[src/rtl/fal6567_clksel_if.sv]
// Signal bundle between the video clock sequencer and the rest of the clocking domain.
// The controller connects through the slave modport; the environment drives through master.
interface fal6567_clksel_if;
    logic       locked;
    logic       turbo_req;
    logic       dcrate_req;
    logic       quiesce_ack;
    logic       mmcm_rst;
    logic       turbo2;
    logic       dcrate;
    logic       quiesce_req;
    logic       sys_rst;
    logic       ready;
    logic       fail;
    logic [7:0] lock_loss_cnt;

    modport master (
        output locked, turbo_req, dcrate_req, quiesce_ack,
        input  mmcm_rst, turbo2, dcrate, quiesce_req, sys_rst, ready, fail, lock_loss_cnt
    );

    modport slave (
        input  locked, turbo_req, dcrate_req, quiesce_ack,
        output mmcm_rst, turbo2, dcrate, quiesce_req, sys_rst, ready, fail, lock_loss_cnt
    );
endinterface

[src/rtl/fal6567_clksel_ctrl.sv]
// Video clock sequencer: MMCM reset/lock supervision and quiesced turbo2/dcrate BUFGMUX switching.
// Optional lock-loss counter enabled by defining FAL6567_CLKSEL_LOSSCNT_EN.
//
// state   | meaning
// --------+-------------------------------------------------------------
// MRST    | MMCM held in reset for RST_CYCLES
// WLOCK   | waiting for synchronised lock, timeout -> retry or FAIL
// SETTLE  | clocks stabilising for SETTLE_CYCLES before release
// RUN     | clocks valid, downstream released
// QUIESCE | rate change pending, waiting for downstream to stop
// SWITCH  | one cycle, select lines take the requested levels
// FAIL    | lock never achieved, sticky until rst
module fal6567_clksel_ctrl #(
    parameter int RST_CYCLES    = 16,
    parameter int LOCK_TIMEOUT  = 4095,
    parameter int MAX_RETRY     = 3,
    parameter int SETTLE_CYCLES = 64
) (
    input  logic             clk,
    input  logic             rst,
    fal6567_clksel_if.slave  cs
);

    localparam int CW = 12;
    localparam int RW = $clog2(MAX_RETRY + 1);
    localparam logic [CW-1:0] RST_TC    = CW'(RST_CYCLES - 1);
    localparam logic [CW-1:0] LOCK_TC   = CW'(LOCK_TIMEOUT);
    localparam logic [CW-1:0] SETTLE_TC = CW'(SETTLE_CYCLES - 1);
    localparam logic [RW-1:0] RETRY_MAX = RW'(MAX_RETRY);

    typedef enum logic [2:0] {
        MRST, WLOCK, SETTLE, RUN, QUIESCE, SWITCH, FAIL
    } state_t;

    state_t        state, state_nxt;
    logic [1:0]    lock_sync;
    logic          locked_s;
    logic [CW-1:0] cnt, cnt_nxt;
    logic [RW-1:0] retry, retry_nxt, retry_inc;
    logic          turbo2_q, turbo2_nxt;
    logic          dcrate_q, dcrate_nxt;
    logic          quiesce_q, quiesce_nxt;
    logic          sys_rst_q, sys_rst_nxt;
    logic          mmcm_rst_q, ready_q, fail_q;

    assign locked_s  = lock_sync[1];
    assign retry_inc = retry + RW'(1);

    always_ff @(posedge clk or posedge rst) begin
        if (rst) begin
            lock_sync  <= 2'b00;
            state      <= MRST;
            cnt        <= '0;
            retry      <= '0;
            turbo2_q   <= 1'b0;
            dcrate_q   <= 1'b0;
            quiesce_q  <= 1'b0;
            sys_rst_q  <= 1'b1;
            mmcm_rst_q <= 1'b1;
            ready_q    <= 1'b0;
            fail_q     <= 1'b0;
        end else begin
            lock_sync  <= {lock_sync[0], cs.locked};
            state      <= state_nxt;
            cnt        <= cnt_nxt;
            retry      <= retry_nxt;
            turbo2_q   <= turbo2_nxt;
            dcrate_q   <= dcrate_nxt;
            quiesce_q  <= quiesce_nxt;
            sys_rst_q  <= sys_rst_nxt;
            mmcm_rst_q <= (state_nxt == MRST);
            ready_q    <= (state_nxt == RUN);
            fail_q     <= (state_nxt == FAIL);
        end
    end

    // The shared timer restarts from zero on every state change.
    always_comb begin
        state_nxt   = state;
        cnt_nxt     = '0;
        retry_nxt   = retry;
        turbo2_nxt  = turbo2_q;
        dcrate_nxt  = dcrate_q;
        quiesce_nxt = quiesce_q;
        sys_rst_nxt = sys_rst_q;
        unique case (state)
            MRST: begin
                if (cnt == RST_TC) state_nxt = WLOCK;
                else               cnt_nxt   = cnt + CW'(1);
            end
            WLOCK: begin
                if (locked_s) begin
                    state_nxt = SETTLE;
                end else if (cnt == LOCK_TC) begin
                    retry_nxt = retry_inc;
                    state_nxt = (retry_inc == RETRY_MAX) ? FAIL : MRST;
                end else begin
                    cnt_nxt = cnt + CW'(1);
                end
            end
            SETTLE: begin
                if (!locked_s) begin
                    state_nxt = MRST;
                end else if (cnt == SETTLE_TC) begin
                    state_nxt = RUN;
                    retry_nxt = '0;
                end else begin
                    cnt_nxt = cnt + CW'(1);
                end
            end
            RUN: begin
                if (!locked_s)
                    state_nxt = MRST;
                else if ((cs.turbo_req != turbo2_q) || (cs.dcrate_req != dcrate_q))
                    state_nxt = QUIESCE;
            end
            QUIESCE: begin
                // Lock loss wins over a completed handshake.
                if (!locked_s)          state_nxt = MRST;
                else if (cs.quiesce_ack) state_nxt = SWITCH;
            end
            SWITCH: begin
                turbo2_nxt = cs.turbo_req;
                dcrate_nxt = cs.dcrate_req;
                state_nxt  = SETTLE;
            end
            FAIL: state_nxt = FAIL;
            default: state_nxt = MRST;
        endcase

        unique case (state_nxt)
            MRST, FAIL: begin
                quiesce_nxt = 1'b0;
                sys_rst_nxt = 1'b1;
            end
            RUN: begin
                quiesce_nxt = 1'b0;
                sys_rst_nxt = 1'b0;
            end
            QUIESCE: quiesce_nxt = 1'b1;
            default: ;
        endcase
    end

    assign cs.mmcm_rst    = mmcm_rst_q;
    assign cs.turbo2      = turbo2_q;
    assign cs.dcrate      = dcrate_q;
    assign cs.quiesce_req = quiesce_q;
    assign cs.sys_rst     = sys_rst_q;
    assign cs.ready       = ready_q;
    assign cs.fail        = fail_q;

`ifdef FAL6567_CLKSEL_LOSSCNT_EN
    logic [7:0] loss_cnt;
    logic       loss_evt;

    assign loss_evt = (state == RUN) && !locked_s;

    always_ff @(posedge clk or posedge rst) begin
        if (rst)
            loss_cnt <= '0;
        else if (loss_evt && (loss_cnt != 8'hFF))
            loss_cnt <= loss_cnt + 8'd1;
    end

    assign cs.lock_loss_cnt = loss_cnt;
`else
    assign cs.lock_loss_cnt = 8'd0;
`endif

endmodule
[src/flat_wrapper.sv]
// flat-port wrapper written by rule: the top's interface ports become plain ports
module fal6567_clksel_ctrl_flat 
#(
    parameter int RST_CYCLES    = 16,
    parameter int LOCK_TIMEOUT  = 4095,
    parameter int MAX_RETRY     = 3,
    parameter int SETTLE_CYCLES = 64
)
  (clk, rst, cs_locked, cs_turbo_req, cs_dcrate_req, cs_quiesce_ack, cs_mmcm_rst, cs_turbo2, cs_dcrate, cs_quiesce_req, cs_sys_rst, cs_ready, cs_fail, cs_lock_loss_cnt);
  fal6567_clksel_if cs_i ();
  input  logic clk;
  input  logic rst;
  input wire logic [$bits(cs_i.locked)-1:0] cs_locked;
  input wire logic [$bits(cs_i.turbo_req)-1:0] cs_turbo_req;
  input wire logic [$bits(cs_i.dcrate_req)-1:0] cs_dcrate_req;
  input wire logic [$bits(cs_i.quiesce_ack)-1:0] cs_quiesce_ack;
  output wire logic [$bits(cs_i.mmcm_rst)-1:0] cs_mmcm_rst;
  output wire logic [$bits(cs_i.turbo2)-1:0] cs_turbo2;
  output wire logic [$bits(cs_i.dcrate)-1:0] cs_dcrate;
  output wire logic [$bits(cs_i.quiesce_req)-1:0] cs_quiesce_req;
  output wire logic [$bits(cs_i.sys_rst)-1:0] cs_sys_rst;
  output wire logic [$bits(cs_i.ready)-1:0] cs_ready;
  output wire logic [$bits(cs_i.fail)-1:0] cs_fail;
  output wire logic [$bits(cs_i.lock_loss_cnt)-1:0] cs_lock_loss_cnt;
  assign cs_i.locked = cs_locked;
  assign cs_i.turbo_req = cs_turbo_req;
  assign cs_i.dcrate_req = cs_dcrate_req;
  assign cs_i.quiesce_ack = cs_quiesce_ack;
  assign cs_mmcm_rst = cs_i.mmcm_rst;
  assign cs_turbo2 = cs_i.turbo2;
  assign cs_dcrate = cs_i.dcrate;
  assign cs_quiesce_req = cs_i.quiesce_req;
  assign cs_sys_rst = cs_i.sys_rst;
  assign cs_ready = cs_i.ready;
  assign cs_fail = cs_i.fail;
  assign cs_lock_loss_cnt = cs_i.lock_loss_cnt;
  fal6567_clksel_ctrl #(.RST_CYCLES(RST_CYCLES), .LOCK_TIMEOUT(LOCK_TIMEOUT), .MAX_RETRY(MAX_RETRY), .SETTLE_CYCLES(SETTLE_CYCLES)) u_core (.clk(clk), .rst(rst), .cs(cs_i));
endmodule
[config.mk]
export PLATFORM = sky130hd
export DESIGN_NAME = fal6567_clksel_ctrl_flat
export DESIGN_NICKNAME = d
export VERILOG_FILES = /design/src/rtl/fal6567_clksel_if.sv /design/src/rtl/fal6567_clksel_ctrl.sv /design/src/flat_wrapper.sv
export SDC_FILE = /design/constraint.sdc
export NUM_CORES = 1
export LEC_CHECK = 0
export BUFFER_PORTS_ARGS = -buffer_cell sky130_fd_sc_hd__buf_4
export CAP_MARGIN = 20
export CORE_ASPECT_RATIO = 0.7
export CORE_MARGIN = 2
export CORE_UTILIZATION = 55
export CTS_CLUSTER_SIZE = 12
export DETAILED_ROUTE_END_ITERATION = 12
export PLACE_DENSITY = 0.77
export SYNTH_ARGS = -nofsm -noshare
export SYNTH_HDL_FRONTEND = slang
export SYNTH_SLANG_ARGS = --single-unit
[constraint.sdc]
create_clock -name clk -period 2.2 [get_ports clk]
set_input_delay 0.33 -clock clk [delete_from_list [all_inputs] [get_ports clk]]
set_output_delay 0.33 -clock clk [all_outputs]
set_load 0.005 [all_outputs]
==> reports/results.ini <==
[power_and_ir_drop]
switchingPower_w=0.000446
pwr-share-clk_pct=27.5
p_comb_share_pct=25.6
powerDensity_mw_per_mm2=891
cellLeakagePower_nw=0.759
seqPwrFrac_pct=46.8
switching_share_pct=31.2
vdd_ir_drop_max_mv=0.580
p_int_w=0.000982

[cells_and_area]
nNetsFinal=170
final-seq-area_um2=653
drive_above_1_share_pct=19.3
n_antenna_cell=0
syn2layout_area_growth_pct=9.31
multi_input_area_um2=711
fillers=205

[global_route]
grt_pass1_vias=972
antenna_found_initial=0
grt_use_total_pct=20.4
grt_max_degree=27
grt_first_pass_wirelength_mm=4.57
grt_remaining_overflow=0

[job]
drv_cap=0

[synth]
avgSynthCellArea_um2=9.77
yosys-top-cells-count=dfrtp_1 (24), nor2_1 (20), nand2_1 (15)
synth_seq_area_share_pct=44.6
async_flop_share_pct=100
yosys_most_used_dff=dfrtp_1
synth_edf_count=0
yosys.area.top_type=dfrtp_1
synth_cell_type_count=48
yosys.area.top_type_share_pct=41.0
synth_area_mm2=0.00147
yosys.cell_count.top_type=dfrtp_1
synth_area_leaders=dfrtp_1 (41%), buf_4 (5.1%), nor2_1 (5.1%), xor2_1 (4.2%), nand2_1 (3.8%)
syn_inst=150
ys_seq_elements=26
yosys_warnings=0

[clock_tree]
numCtsBuffers=3
clkLatencyLatePin_ns=0.27
cts_root_buffer=clkbuf_8
cts_sinks=26
h-tree-depth=1
cts_buffer_depth=2
cts_setup_buffers=0
cts_resized=0
clk_pin_slew_ns=0.09
hold_buffers=0
cts_tree=yes

[sta]
fmax_mhz=514
fin_crit_ns=1.95
whs_ns=0.115
finalCritPeriodShare_pct=88.5
tns_ns=0
maxSlewHeadroom_pct=65.9
drv_slew=0
rsz0062_at_grt=no
finalSetupViolCount=0
skew_ns=0.00327
hold_viol=0
worst_pin_slew_ns=0.506

[worst_setup_path]
slowest_stage=nor4_4
cp.required_ns=2.37
end_kind=flip-flop
crit_chain=ha_1 > nand3_1 > nor4_4 > a32o_2 > o21ba_1 > a32o_1
cp_max_fo=5
crit_arrival_ns=2.11
cpPeakStageDelay_ns=0.42
regToRegSetupSlack_ns=0.25
reg2regPathDepth=6
crit_family=compound AO/OA/AOI/OAI gates
setup.worst_path.start=u_core.cnt[0]$_DFF_PP0_
critPathLaunchType=flip-flop
path_depth=6
crit_type=flip-flop to flip-flop
crit_buf_inv=0
r2r_start=u_core.cnt[0]$_DFF_PP0_
timing.rr.end=u_core.cs.quiesce_req$_DFFE_PP0P_

[routing]
routedWlPerCell_um=13.5
drtPass1Iterations=4
wirelength_mm=2.64
drtAntennaViolNets=0
drt_first_iter_violations=94
vias=1073
drc_errors=0
vias_per_cell=5.50

[floorplanning]
start_util_pct=58.7
dieWidth_um=65.7
io_pins=21
num_rows=15
die_h_um=47.2
dieArea_mm2=0.00310
core_area_mm2=0.00250

[placement]
gp_congestion=0.808
port_buffers=12
dp_hpwl_mm=1.93

[outcome]
outcome=completed

[worst_hold_path]
min_path_type=primary input to async pin

-- area by class of cell --
cell class	instances	share of cell area [%]
multi-input cells	112	44.4
clock buffers	3	2.58
repair buffers	14	6.56
inverters	5	1.17
flip-flops and latches	26	40.8
well taps	34	2.66
clock inverters	1	1.87
-- logic make-up (layout without fill, tap and decap cells) --
| group | after synthesis | after routing | synth area share, % |
|---|---|---|---|
| AOI/OAI and AO/OA | 21 | 21 | 10.9 |
| xor gates and xnor gates | 12 | 12 | 7.17 |
| adders and majority gates | 2 | 2 | 1.71 |
| buffers and inverters | 19 | 23 | 8.71 |
| DFF | 26 | 26 | 44.6 |
| muxes | 2 | 2 | 1.54 |
| other | 1 | 8 | 0.256 |
| and+or+nand+nor | 67 | 67 | 25.1 |
-- flip-flops by register name (all words and copies together) (netlist names) --
name,count
u_core.cs.ready,1
u_core.cnt,12
u_core.retry,2
u_core.cs.quiesce_req,1
u_core.cs.turbo2,1
u_core.lock_sync,2
u_core.cs.fail,1
u_core.cs.dcrate,1
u_core.cs.sys_rst,1
u_core.state,3
u_core.cs.mmcm_rst,1
-- worst reg2reg max path, cell delays in order, from the launching register on --
cell     delay [ns]
dfrtp_1        0.39
ha_1           0.22
nand3_1        0.15
nor4_4         0.42
a32o_2         0.28
o21ba_1        0.17
a32o_1         0.20
-- cells in the final DEF, fill, tap and decap left out, drive strengths merged, types with 4 or more instances in the layout --
cell type / count
o21ai: 7
xor2: 7
and3: 5
buf: 14
nor2b: 4
conb: 8
inv: 5
dfrtp: 24
xnor2: 5
nor4: 4
nor2: 20
nand2: 15
-- through the flow --
stage / power, W / area, um^2 / utilization (%) / setup slack (ns) / std cells
floorplan: 0.000976 / 1490 / - / 0.461 / 157
global placement: 0.00102 / 1530 / 61.3 / 0.305 / 191
detailed placement: 0.00104 / 1530 / 61.3 / 0.267 / 191
CTS: 0.00144 / 1600 / 64.2 / 0.258 / 195
global route: 0.00153 / 1600 / 64.2 / 0.130 / 195
finish: 0.00143 / 1600 / 64.2 / 0.253 / 195
-- power by group through the flow --
stage                     Combinational [W]  Clock [W]  Sequential (W)
after floorplan                    0.000348          0        0.000628
after global placement             0.000351          0        0.000671
after detailed placement           0.000363          0        0.000677
after CTS                          0.000368   0.000402        0.000669
after global routing               0.000417   0.000423        0.000686
final                              0.000366   0.000393        0.000668
-- how the worst max path moves through the flow --
stage	slack [ns]	endpoint
CTS	0.26	u_core.cs.quiesce_req$_DFFE_PP0P_
global placement	0.31	u_core.cs.quiesce_req$_DFFE_PP0P_
detailed placement	0.27	u_core.cs.quiesce_req$_DFFE_PP0P_
global route	0.13	u_core.cs.quiesce_req$_DFFE_PP0P_
floorplan	0.46	u_core.cs.quiesce_req$_DFFE_PP0P_
finish	0.25	u_core.cs.quiesce_req$_DFFE_PP0P_
-- layer usage --
layer	global-route usage [%]	up-vias	wire, um
met5	0	-	0
met4	8.33	0	43
met3	6.00	6	124
met2	29.5	28	1170
met1	29.1	515	1300
li1	-	524	-
Power figures use the tool's default switching activity.
